===== src/rtl/line_drawer.sv =====
// Bresenham line rasteriser covering all octants, endpoints inclusive.
// Emits one pixel per accepted transfer on a valid/ready stream.
module line_drawer #(
  parameter int HOR_ACTIVE_PIXELS = 640,
  parameter int VER_ACTIVE_PIXELS = 480,
  localparam int X_WIDTH = $clog2(HOR_ACTIVE_PIXELS),
  localparam int Y_WIDTH = $clog2(VER_ACTIVE_PIXELS)
) (
  input  logic               clk,
  input  logic               rst,
  input  logic               start,
  output logic               ready,
  input  logic [X_WIDTH-1:0] x1,
  input  logic [Y_WIDTH-1:0] y1,
  input  logic [X_WIDTH-1:0] x2,
  input  logic [Y_WIDTH-1:0] y2,
  output logic [X_WIDTH-1:0] pixel_x,
  output logic [Y_WIDTH-1:0] pixel_y,
  output logic               pixel_valid,
  input  logic               pixel_ready
);

  localparam int W =
    ((X_WIDTH > Y_WIDTH) ? X_WIDTH : Y_WIDTH) + 2;
  localparam logic [X_WIDTH-1:0] X_ONE = 1;
  localparam logic [Y_WIDTH-1:0] Y_ONE = 1;

  typedef enum logic [1:0] {
    IDLE = 2'd0,
    INIT = 2'd1,
    DRAW = 2'd2
  } state_t;

  state_t state, state_nxt;

  logic [X_WIDTH-1:0] cur_x, cur_x_nxt;
  logic [Y_WIDTH-1:0] cur_y, cur_y_nxt;
  logic [X_WIDTH-1:0] end_x, end_x_nxt;
  logic [Y_WIDTH-1:0] end_y, end_y_nxt;
  logic signed [W-1:0] dx, dx_nxt;
  logic signed [W-1:0] dy, dy_nxt;
  logic signed [W-1:0] err, err_nxt;
  logic signed [W-1:0] e2;
  logic signed [W-1:0] xa, xb, ya, yb;
  logic sx, sx_nxt;
  logic sy, sy_nxt;

  // sx/sy set means step in the negative direction
  assign xa = signed'({{(W-X_WIDTH){1'b0}}, cur_x});
  assign xb = signed'({{(W-X_WIDTH){1'b0}}, end_x});
  assign ya = signed'({{(W-Y_WIDTH){1'b0}}, cur_y});
  assign yb = signed'({{(W-Y_WIDTH){1'b0}}, end_y});
  assign e2 = err + err;

  assign ready       = (state == IDLE);
  assign pixel_valid = (state == DRAW);
  assign pixel_x     = cur_x;
  assign pixel_y     = cur_y;

  always_comb begin
    state_nxt = state;
    cur_x_nxt = cur_x;
    cur_y_nxt = cur_y;
    end_x_nxt = end_x;
    end_y_nxt = end_y;
    dx_nxt    = dx;
    dy_nxt    = dy;
    err_nxt   = err;
    sx_nxt    = sx;
    sy_nxt    = sy;
    unique case (state)
      IDLE: begin
        if (start) begin
          state_nxt = INIT;
          cur_x_nxt = x1;
          cur_y_nxt = y1;
          end_x_nxt = x2;
          end_y_nxt = y2;
        end
      end
      INIT: begin
        dx_nxt    = (xa < xb) ? (xb - xa) : (xa - xb);
        dy_nxt    = (ya < yb) ? (ya - yb) : (yb - ya);
        sx_nxt    = !(cur_x < end_x);
        sy_nxt    = !(cur_y < end_y);
        err_nxt   = dx_nxt + dy_nxt;
        state_nxt = DRAW;
      end
      DRAW: begin
        if (pixel_ready) begin
          if (cur_x == end_x && cur_y == end_y) begin
            state_nxt = IDLE;
          end else begin
            if (e2 >= dy && e2 <= dx) begin
              err_nxt = err + dy + dx;
            end else if (e2 >= dy) begin
              err_nxt = err + dy;
            end else if (e2 <= dx) begin
              err_nxt = err + dx;
            end
            if (e2 >= dy) begin
              cur_x_nxt = sx ? cur_x - X_ONE
                             : cur_x + X_ONE;
            end
            if (e2 <= dx) begin
              cur_y_nxt = sy ? cur_y - Y_ONE
                             : cur_y + Y_ONE;
            end
          end
        end
      end
      default: state_nxt = IDLE;
    endcase
  end

  always_ff @(posedge clk or posedge rst) begin
    if (rst) begin
      state <= IDLE;
      cur_x <= '0;
      cur_y <= '0;
      end_x <= '0;
      end_y <= '0;
      dx    <= '0;
      dy    <= '0;
      err   <= '0;
      sx    <= 1'b0;
      sy    <= 1'b0;
    end else begin
      state <= state_nxt;
      cur_x <= cur_x_nxt;
      cur_y <= cur_y_nxt;
      end_x <= end_x_nxt;
      end_y <= end_y_nxt;
      dx    <= dx_nxt;
      dy    <= dy_nxt;
      err   <= err_nxt;
      sx    <= sx_nxt;
      sy    <= sy_nxt;
    end
  end

endmodule

===== config.mk =====
export PLATFORM = sky130hd
export DESIGN_NAME = line_drawer
export DESIGN_NICKNAME = d
export VERILOG_FILES = /design/src/rtl/line_drawer.sv
export SDC_FILE = /design/constraint.sdc
export NUM_CORES = 1
export LEC_CHECK = 0
export ABC_AREA = 1
export CAP_MARGIN = 40
export CORE_ASPECT_RATIO = 1.75
export CORE_MARGIN = 4
export CORE_UTILIZATION = 55
export CTS_CLUSTER_DIAMETER = 30
export DETAILED_ROUTE_END_ITERATION = 12
export GPL_TIMING_DRIVEN = 0
export PLACE_DENSITY = 0.82
export SLEW_MARGIN = 20
export SYNTH_ARGS = -nofsm -noshare
export SYNTH_HDL_FRONTEND = slang
export SYNTH_SLANG_ARGS = --single-unit

===== constraint.sdc =====
create_clock -name clk -period 3.4 [get_ports clk]
set_input_delay 0.68 -clock clk [delete_from_list [all_inputs] [get_ports clk]]
set_output_delay 0.68 -clock clk [all_outputs]
set_load 0.01 [all_outputs]

==> results.json <==
{
  "synth_area_um2": 8710,
  "syn_nets": 1464,
  "outcome": "complete, but fails checks",
  "post-route-period-util": 1.07,
  "dp_slack_ns": -0.607,
  "path_clk_slew_ns": 0.06,
  "synth_area_leaders": "dfrtp_1, ha_1, nand2_1",
  "synthCells": 1293,
  "slew_violations": 0,
  "dp.final_hpwl_um": 22300,
  "h-tree-depth": 3,
  "grt_pass1_vias": 9345,
  "hold_buffers": 0,
  "firstDrtPassIters": 6,
  "numCtsBuffers": 9,
  "seq_area_frac_synth": 0.213,
  "fin_util": 0.724,
  "grt_max_degree": 44,
  "power.leakage_nw": 5.67,
  "num_rows": 60,
  "wl_per_cell_um": 18.7,
  "die_area_um2": 18000,
  "num_antenna_cells": 0,
  "pwr-share-seq": 0.162,
  "worst_pin_slew_ns": 0.788,
  "regArea_um2": 1870,
  "antenna_left": 0,
  "min_path_type": "reg -> reg",
  "synth_async_sr_flop_share": 1.00,
  "cts.path.max_buffers": 2,
  "cp-start-kind": "flip-flop",
  "synth_area_leader_cell": "dfrtp_1",
  "violations": "negative setup slack",
  "final_nets": 1606,
  "grt_pass1_wl_um": 45000,
  "vias_per_cell": 5.86,
  "drive_above_1_share": 0.171,
  "clock_latency_ns": 0.35,
  "irDropWorstVdd_uv": 463,
  "fin_ws_ns": -0.250,
  "p_per_area_nw_per_um2": 614,
  "comb_power_share": 0.662,
  "ys_ff_latch": 74,
  "drv_cap": 0,
  "synth_top_area_frac": 0.213,
  "crit_type": "reg -> reg",
  "drc_errors": 0,
  "cp-end-kind": "flip-flop",
  "fin_tns_setup_ns": -0.331,
  "synth.distinct_cells": 50,
  "min_period_ns": 3.65,
  "io-pin-count": 63,
  "rsz0062_at_grt": "yes",
  "cp_data_arrival_time_ns": 3.89,
  "crit_fanout": 7,
  "hold_violations": 0,
  "portBuffers": 62,
  "fmax_ghz": 0.274,
  "synth-warning-count": 0,
  "clkPwrFrac": 0.176,
  "skew_ns": 0.0103,
  "p_switching_w": 0.00315,
  "area_delta_synth_final_pct": 28.5,
  "start_util": 0.563,
  "fp.dieH_um": 175,
  "max_slew_margin": 0.474,
  "multi_input_area_um2": 6600,
  "grtUsageTotal": 0.324,
  "die_w_um": 103,
  "synth_common_cells": "nand2_1, inv_1, ha_1",
  "synth_edf_count": 0,
  "antenna_found_initial": 0,
  "switching_share": 0.459,
  "critPathRequiredTime_ns": 3.64,
  "vias": 9530,
  "drtIter0Drc": 562,
  "cts_tree": "done",
  "num-fill-cells": 1175,
  "fp.coreArea_um2": 15500,
  "setup_viol": 3,
  "gp_congestion": 1.00,
  "drt-total-wl_um": 30300,
  "synth_most_common_cell": "nand2_1",
  "gr-total-overflow": 0,
  "clock_sinks": 74,
  "intPower_w": 0.00372,
  "yosys_most_used_dff": "dfrtp_1",
  "avgSynthCellArea_um2": 6.74,
  "cts_root_buf": "clkbuf_16"
}
==> area by class of cell <==
class | instances | share of cell area
tap | 186 | 0.0208
clock buffer | 10 | 0.0213
sequential | 74 | 0.167
inverter | 196 | 0.0672
multi-input combinational | 994 | 0.589
clock inverter | 6 | 0.0123
buffer | 28 | 0.0169
timing repair buffer | 132 | 0.105
==> power by group through the flow <==
stage | Combinational (W) | Clock, W | Sequential, W
final | 0.00454 | 0.00121 | 0.00111
after CTS | 0.00375 | 0.00121 | 0.00110
after global placement | 0.00317 | 0 | 0.00114
after floorplan | 0.00233 | 0 | 0.00111
after detailed placement | 0.00322 | 0 | 0.00115
after global routing | 0.00491 | 0.00124 | 0.00112
==> registers in the layout, summed over array words and instances, names as in the netlist <==
signal and cells:
dx 11, dy 10, end_x 10, end_y 9
err 11, pixel_x 10, pixel_y 9, state 2
sx 1, sy 1
==> final timing paths <==
| check | from | to | slack, ns | cells after the start |
|---|---|---|---|---|
| worst max-delay path | pixel_x[3] | err[10] | -0.25 | 20 |
| worst min-delay path | err[10] | err[10] | 0.53 | 2 |
| worst max register to register | pixel_x[3] | err[10] | -0.25 | 20 |
| worst min register to register | err[10] | err[10] | 0.53 | 2 |
| max in group asynchronous | rst | err[0] | 2.10 | 3 |
| min in group asynchronous | rst | pixel_x[4] | 0.69 | 2 |
==> cells in the final DEF (no fill, tap or decap), types with 11 or more instances in the layout <==
cell / n
buf_4: 71
dfrtp_1: 61
o21ai_1: 15
nor2_1: 86
o21ai_0: 73
a21oi_1: 96
clkdlybuf4s50_1: 62
clkbuf_1: 11
inv_1: 179
nand2_2: 13
a21oi_2: 13
nand2_1: 333
nand3_1: 64
inv_2: 11
ha_1: 90
ha_4: 22
xor2_1: 32
o21bai_1: 11
dfrtp_2: 13
nand4_1: 15
==> stage by stage <==
stage	hold WS, ns	power (W)	area [um^2]	cells
floorplan	0.478	0.00344	8710	1293
global placement	0.510	0.00431	9570	1541
detailed placement	0.509	0.00437	9590	1542
CTS	0.524	0.00606	10500	1593
global route	0.572	0.00728	11200	1626
finish	0.527	0.00687	11200	1626
==> critical path: stages, from the launching register on <==
cell      delay, ns
dfrtp_1        0.36
inv_1          0.05
ha_1           0.28
buf_4          0.17
nand2_2        0.13
o21ai_0        0.17
nor2_1         0.33
o221ai_1       0.18
xor2_1         0.31
a21boi_0       0.16
ha_1           0.37
inv_1          0.14
o21bai_1       0.11
a31oi_1        0.25
nand3_2        0.14
inv_1          0.08
nand3_1        0.07
nand3_1        0.09
nand2_1        0.06
nand2_1        0.05
nand2_1        0.04
==> kinds of logic (layout without fill, tap and decap cells) <==
kind of cell	after synthesis	in the layout	synth area share
AOI/OAI and AO/OA	256	256	0.165
xor gates and xnor gates	49	49	0.0493
adders and majority gates	129	129	0.194
buffers and inverters	225	372	0.105
DFF	74	74	0.213
muxes	6	6	0.00689
and+or+nand+nor	554	554	0.267
==> timing repair <==
action / CTS / global route
endpoints found under the setup margin: 8 / 7
gates cloned: 0 / 1
setup buffers: 35 / 33
gates resized for setup: 69 / 104
pin swaps: 15 / 57
==> layer usage <==
layer / vias to the layer above / part of all wire / global-route usage
met4: 0 / 0.10 / 0.280
li1: 4503 / - / -
met3: 197 / 0.048 / 0.0530
met1: 4424 / 0.33 / 0.308
met5: - / 0 / 0
met2: 406 / 0.52 / 0.572
Power figures use the tool's default switching activity.
